--- src/rtl/spi_instr_loader.sv ---
// SPI-slave (mode 0) loader that writes 16-bit instruction words into the instruction register file.
// All SPI pins are oversampled in the clk domain; frame = command byte then back-to-back data words.
module spi_instr_loader #(
  parameter int ADDR_W  = 5,
  parameter int INSTR_W = 16
) (
  input  logic               clk,
  input  logic               rst,
  input  logic               sclk,
  input  logic               cs_n,
  input  logic               mosi,
  output logic [INSTR_W-1:0] instr_in,
  output logic [ADDR_W-1:0]  write_addr,
  output logic               write_en,
  output logic               busy,
  output logic               frame_err
);

  localparam int CNT_W = $clog2(INSTR_W);

  typedef enum logic [1:0] {IDLE, CMD, DATA, DISCARD} state_t;

  logic               sclk_s1_q, sclk_s2_q, sclk_s3_q;
  logic               cs_s1_q, cs_s2_q, cs_s3_q;
  logic               mosi_s1_q, mosi_s2_q;
  logic               sclk_rise, cs_fall, cs_rise;

  state_t             state_q, state_d;
  logic [CNT_W-1:0]   cnt_q, cnt_d;
  logic [INSTR_W-1:0] shift_q, shift_d, shift_nx;
  logic [ADDR_W-1:0]  addr_q, addr_d;
  logic [INSTR_W-1:0] instr_q, instr_d;
  logic [ADDR_W-1:0]  waddr_q, waddr_d;
  logic               wen_q, wen_d;
  logic               ferr_q, ferr_d;
  logic [1:0]         fill_q, fill_d;
  logic               armed_q, armed_d;

  always_ff @(posedge clk or negedge rst) begin
    if (!rst) begin
      sclk_s1_q <= 1'b0; sclk_s2_q <= 1'b0; sclk_s3_q <= 1'b0;
      cs_s1_q   <= 1'b1; cs_s2_q   <= 1'b1; cs_s3_q   <= 1'b1;
      mosi_s1_q <= 1'b0; mosi_s2_q <= 1'b0;
    end else begin
      sclk_s1_q <= sclk;      sclk_s2_q <= sclk_s1_q; sclk_s3_q <= sclk_s2_q;
      cs_s1_q   <= cs_n;      cs_s2_q   <= cs_s1_q;   cs_s3_q   <= cs_s2_q;
      mosi_s1_q <= mosi;      mosi_s2_q <= mosi_s1_q;
    end
  end

  assign sclk_rise = sclk_s2_q & ~sclk_s3_q;
  assign cs_fall   = ~cs_s2_q & cs_s3_q;
  assign cs_rise   = cs_s2_q & ~cs_s3_q;
  assign shift_nx  = {shift_q[INSTR_W-2:0], mosi_s2_q};

  always_ff @(posedge clk or negedge rst) begin
    if (!rst) begin
      state_q <= IDLE;
      cnt_q   <= '0;
      shift_q <= '0;
      addr_q  <= '0;
      instr_q <= '0;
      waddr_q <= '0;
      wen_q   <= 1'b0;
      ferr_q  <= 1'b0;
      fill_q  <= '0;
      armed_q <= 1'b0;
    end else begin
      state_q <= state_d;
      cnt_q   <= cnt_d;
      shift_q <= shift_d;
      addr_q  <= addr_d;
      instr_q <= instr_d;
      waddr_q <= waddr_d;
      wen_q   <= wen_d;
      ferr_q  <= ferr_d;
      fill_q  <= fill_d;
      armed_q <= armed_d;
    end
  end

  always_comb begin
    state_d = state_q;
    cnt_d   = cnt_q;
    shift_d = shift_q;
    addr_d  = addr_q;
    instr_d = instr_q;
    waddr_d = waddr_q;
    wen_d   = 1'b0;
    ferr_d  = ferr_q;
    fill_d  = (fill_q == 2'd3) ? fill_q : fill_q + 2'd1;
    // A cs_n still held low across reset must not look like a fresh fall:
    // only arm once the synchroniser holds real pin values and cs_n was seen high.
    armed_d = armed_q | ((fill_q == 2'd3) & cs_s2_q);

    case (state_q)
      IDLE: begin
        if (cs_fall && armed_q) begin
          state_d = CMD;
          cnt_d   = '0;
          ferr_d  = 1'b0;
        end
      end
      CMD: begin
        if (cs_rise) begin
          state_d = IDLE;
          ferr_d  = (cnt_q != '0);
        end else if (sclk_rise) begin
          shift_d = shift_nx;
          cnt_d   = cnt_q + CNT_W'(1);
          if (cnt_q == CNT_W'(7)) begin
            cnt_d = '0;
            if (shift_q[6]) begin
              addr_d  = shift_nx[ADDR_W-1:0];
              state_d = DATA;
            end else begin
              state_d = DISCARD;
            end
          end
        end
      end
      DATA: begin
        if (cs_rise) begin
          state_d = IDLE;
          ferr_d  = (cnt_q != '0);
        end else if (sclk_rise) begin
          shift_d = shift_nx;
          cnt_d   = cnt_q + CNT_W'(1);
          if (cnt_q == CNT_W'(INSTR_W - 1)) begin
            cnt_d   = '0;
            instr_d = shift_nx;
            waddr_d = addr_q;
            wen_d   = 1'b1;
            addr_d  = addr_q + ADDR_W'(1);
          end
        end
      end
      DISCARD: begin
        if (cs_rise) state_d = IDLE;
      end
      default: state_d = IDLE;
    endcase
  end

  assign instr_in   = instr_q;
  assign write_addr = waddr_q;
  assign write_en   = wen_q;
  assign busy       = (state_q != IDLE);
  assign frame_err  = ferr_q;

endmodule
--- config.mk ---
export PLATFORM = sky130hd
export DESIGN_NAME = spi_instr_loader
export DESIGN_NICKNAME = d
export VERILOG_FILES = /design/src/rtl/spi_instr_loader.sv
export SDC_FILE = /design/constraint.sdc
export NUM_CORES = 1
export LEC_CHECK = 0
export CAP_MARGIN = 20
export CORE_ASPECT_RATIO = 2
export CORE_MARGIN = 4
export CORE_UTILIZATION = 45
export CTS_CLUSTER_DIAMETER = 40
export CTS_CLUSTER_SIZE = 8
export DETAILED_ROUTE_END_ITERATION = 8
export DONT_BUFFER_PORTS = 1
export GPL_TIMING_DRIVEN = 0
export PLACE_DENSITY = 0.63
export SLEW_MARGIN = 30
export SYNTH_ARGS = -nofsm -noshare
export SYNTH_HDL_FRONTEND = slang
export SYNTH_SLANG_ARGS = --single-unit
--- constraint.sdc ---
create_clock -name clk -period 2.35 [get_ports clk]
set_input_delay 0.47 -clock clk [delete_from_list [all_inputs] [get_ports clk]]
set_output_delay 0.47 -clock clk [all_outputs]
set_load 0.02 [all_outputs]
==> flow_summary_export.csv <==
group,metric,value,unit
worst_hold_path,hold_path_class,"in -> reg",
timing,slew_violations,0,
worst_setup_path,crit_path_max_fanout,10,
synth,synth_ff_type,"dfrtp_1",
die,dieArea,0.00713,mm^2
die,ioPinCount,29,
timing,fin_tns_setup,0,ns
layout,final_cell_mix,"57 x dfrtp_1, 38 x mux2_2, 12 x clkbuf_8",
global_routing,grt-ovfl-total,0,
worst_setup_path,rrSetupSlack,0.29,ns
layout,syn2layout_area_growth,11.6,%
layout,fin_nets,219,
global_routing,grt_max_degree,61,
layout,final_area,0.00290,mm^2
place,gp_congestion,0.861,
status,outcome,"finished, final reports clean",
global_routing,grt_antenna_before_repair,0,
layout,final_common_cell,"dfrtp_1",
timing,hold_violations,0,
synth,syn_avg_cell_area,13.5,um^2
worst_setup_path,timing.critical_path.from_type,"flip-flop",
worst_hold_path,hold-path-cell-count,0,
synth,yosysUniqueCellTypes,36,
layout,n_fill_cell,485,
worst_setup_path,reg2reg_to,"addr_q[4]$_DFFE_PN0P_",
timing,period_share,87.6,%
layout,antenna_cells,0,
clock_network,ctsResizeCount,0,
clock_network,path_clk_slew,0.07,ns
global_routing,grt_pass1_wl,7.91,mm
worst_setup_path,crit_chain,"inv_1 > ha_1 > nand4bb_1 > a2111oi_2 > buf_2 > nand3_1 > o21ai_0 > a21oi_1",
power,powerDensity,947,mW/mm^2
power,peakVddDrop,0.550,mV
worst_setup_path,crit_path_end_kind,"flip-flop",
clock_network,cts_tree,"built",
worst_setup_path,reg2reg_depth,8,
drt,firstDrtPassIters,4,
worst_setup_path,critPathSlowestCell,"a2111oi_2",
die,die_h,115,um
synth,synth-async-reset-ratio,100,%
clock_network,clockBufferDepth,2,
synth,ys_seq_area_share,57.9,%
die,die_w,61.7,um
global_routing,grt_pass1_vias,1694,
run,cap_violations,0,
place,io_buffers,0,
drt,avgViaCountPerCell,5.76,
worst_setup_path,critPathMaxStageDelay,0.44,ns
synth,ys_seq_elements,60,
layout,drive_gt1_share,34.1,%
drt,route.detailed.drc,0,
timing,max_freq,486,MHz
die,core,0.00552,mm^2
worst_setup_path,rr_startpoint,"state_q[0]$_DFFE_PN0P_",
global_routing,track_usage,15.3,%
drt,antenna_left,0,
place,hpwl,3.24,mm
clock_network,htreeDepth,3,
worst_setup_path,cp_data_required_time,2.57,ns
power,cellLeakagePower,1.36,nW
worst_setup_path,crit_type,"reg -> reg",
clock_network,cts_buffers,9,
timing,grt_setup_unrepaired,"no",
synth,syn_inst,193,
drt,drtIter0Drc,25,
place,placed_cell_area,0.00267,mm^2
die,initial_core_util,47.1,%
worst_hold_path,whs_endpoint,"cs_s1_q$_DFF_PN1_",
synth,synth_edf_count,0,
die,row_count,38,
synth,syn_nets,206,
worst_hold_path,holdCritStartpoint,"cs_n",
drt,route.vias.total,1560,
clock_network,cts_root_buf,"clkbuf_8",
drt,wire_per_inst,17.3,um
worst_setup_path,critPathArrivalTime,2.28,ns
timing,finalSetupViolations,0,
clock_network,clock_latency,0.34,ns
timing,slew_headroom,69.6,%
clock_network,post_cts_buffers,0,
drt,drt_wl_total,4.69,mm
timing,worst-slew-pin-transition,0.451,ns
timing,finalClockSkew,0.00764,ns
clock_network,cts_sinks,60,
synth,syn_area,0.00260,mm^2
timing,period_needed,2.06,ns
synth,synth_warnings,0,
==> registers in the layout (all words and copies together) (netlist names) <==
signal and count:
cs_s3_q 1, write_en 1, state_q 2, write_addr 5, fill_q 2, sclk_s2_q 1
cs_s1_q 1, sclk_s1_q 1, armed_q 1, addr_q 5, sclk_s3_q 1, mosi_s2_q 1
cnt_q 4, mosi_s1_q 1, instr_in 16, frame_err 1, cs_s2_q 1, shift_q 15
==> area by class of cell <==
class                      instances  area (um^2)  area share (%)
sequential                        60         1510            51.9
buffer                             7         53.8            1.86
clock buffer                      13          169            5.83
timing repair buffer               2         37.5            1.29
clock inverter                     3         20.0           0.691
multi-input combinational        119         1010            34.9
tap                               60         75.1            2.59
inverter                           7         26.3           0.906
==> through the flow <==
stage | utilization [%] | std cells | power [mW] | hold slack (ns) | worst slack, ns
6_report | 52.6 | 271 | 2.75 | 0.132 | 0.291
5_1_grt | 52.6 | 271 | 2.93 | 0.107 | 0.0559
4_1_cts | 52.6 | 271 | 2.78 | 0.113 | 0.288
3_5_place_dp | 48.5 | 253 | 1.88 | 0.176 | 0.309
3_3_place_gp | 48.5 | 253 | 1.85 | 0.176 | 0.384
2_1_floorplan | - | 193 | 1.74 | 0.174 | 0.538
==> layer usage <==
layer,vias to the layer above,wire length [um],GRT usage (%)
li1,708,-,-
met4,0,149,10.2
met3,11,334,5.57
met1,798,1710,16.2
met5,-,0,0
met2,43,2490,24.5
==> synthesized netlist by cell type (all sizes together) (4+ instances only) <==
master / number / area (um^2)
a21oi: 9 / 45.0
buf: 7 / 53.8
dfrtp: 57 / 1430
ha: 8 / 100
inv: 7 / 26.3
mux2: 38 / 428
mux2i: 4 / 40.0
nand2: 8 / 30.0
nand3: 5 / 25.0
nor2: 6 / 22.5
o21ai: 11 / 70.1
o22ai: 4 / 25.0
==> worst max path at each step <==
stage	slack, ns	startpoint	depth (start not counted)	endpoint
after floorplan	0.54	state_q[0]$_DFFE_PN0P_	8	addr_q[2]$_DFFE_PN0P_
after global placement	0.38	state_q[0]$_DFFE_PN0P_	8	addr_q[2]$_DFFE_PN0P_
after detailed placement	0.31	state_q[0]$_DFFE_PN0P_	8	addr_q[4]$_DFFE_PN0P_
after CTS	0.29	state_q[0]$_DFFE_PN0P_	8	addr_q[4]$_DFFE_PN0P_
after global routing	0.06	state_q[0]$_DFFE_PN0P_	8	addr_q[3]$_DFFE_PN0P_
final	0.29	state_q[0]$_DFFE_PN0P_	8	addr_q[4]$_DFFE_PN0P_
==> cells by family (layout without fill, tap and decap cells) <==
kind of cell	count (synthesis)	count (layout)	synth area share [%]
AOI/OAI and AO/OA	31	31	7.61
xor gates and xnor gates	1	1	0.337
adders and majority gates	8	8	3.85
buffers and inverters	14	32	3.08
DFF	60	60	57.9
muxes	42	42	18.0
and+or+nand+nor	37	37	9.15
==> worst max-delay path: cells and delay by family (launching register included) <==
kind / cells / cell delay, ns
compound gates: 3 / 0.62
flops: 1 / 0.38
fa+ha+maj: 1 / 0.26
simple gates: 2 / 0.32
buf+inv: 2 / 0.36
==> report_power, final <==
part / switching [mW] / internal [mW] / total [mW]
logic: 0.359 / 0.283 / 0.642
clock network: 0.386 / 0.467 / 0.853
registers: 0.107 / 1.14 / 1.25
total: 0.853 / 1.89 / 2.75
==> repair_timing <==
action | 4_1_cts | 5_1_grt
hold buffers | 2 | 0
setup endpoints to repair | 0 | 0
endpoints found under the hold margin | 60 | 0
No activity file was read; power rests on OpenSTA's default activity.
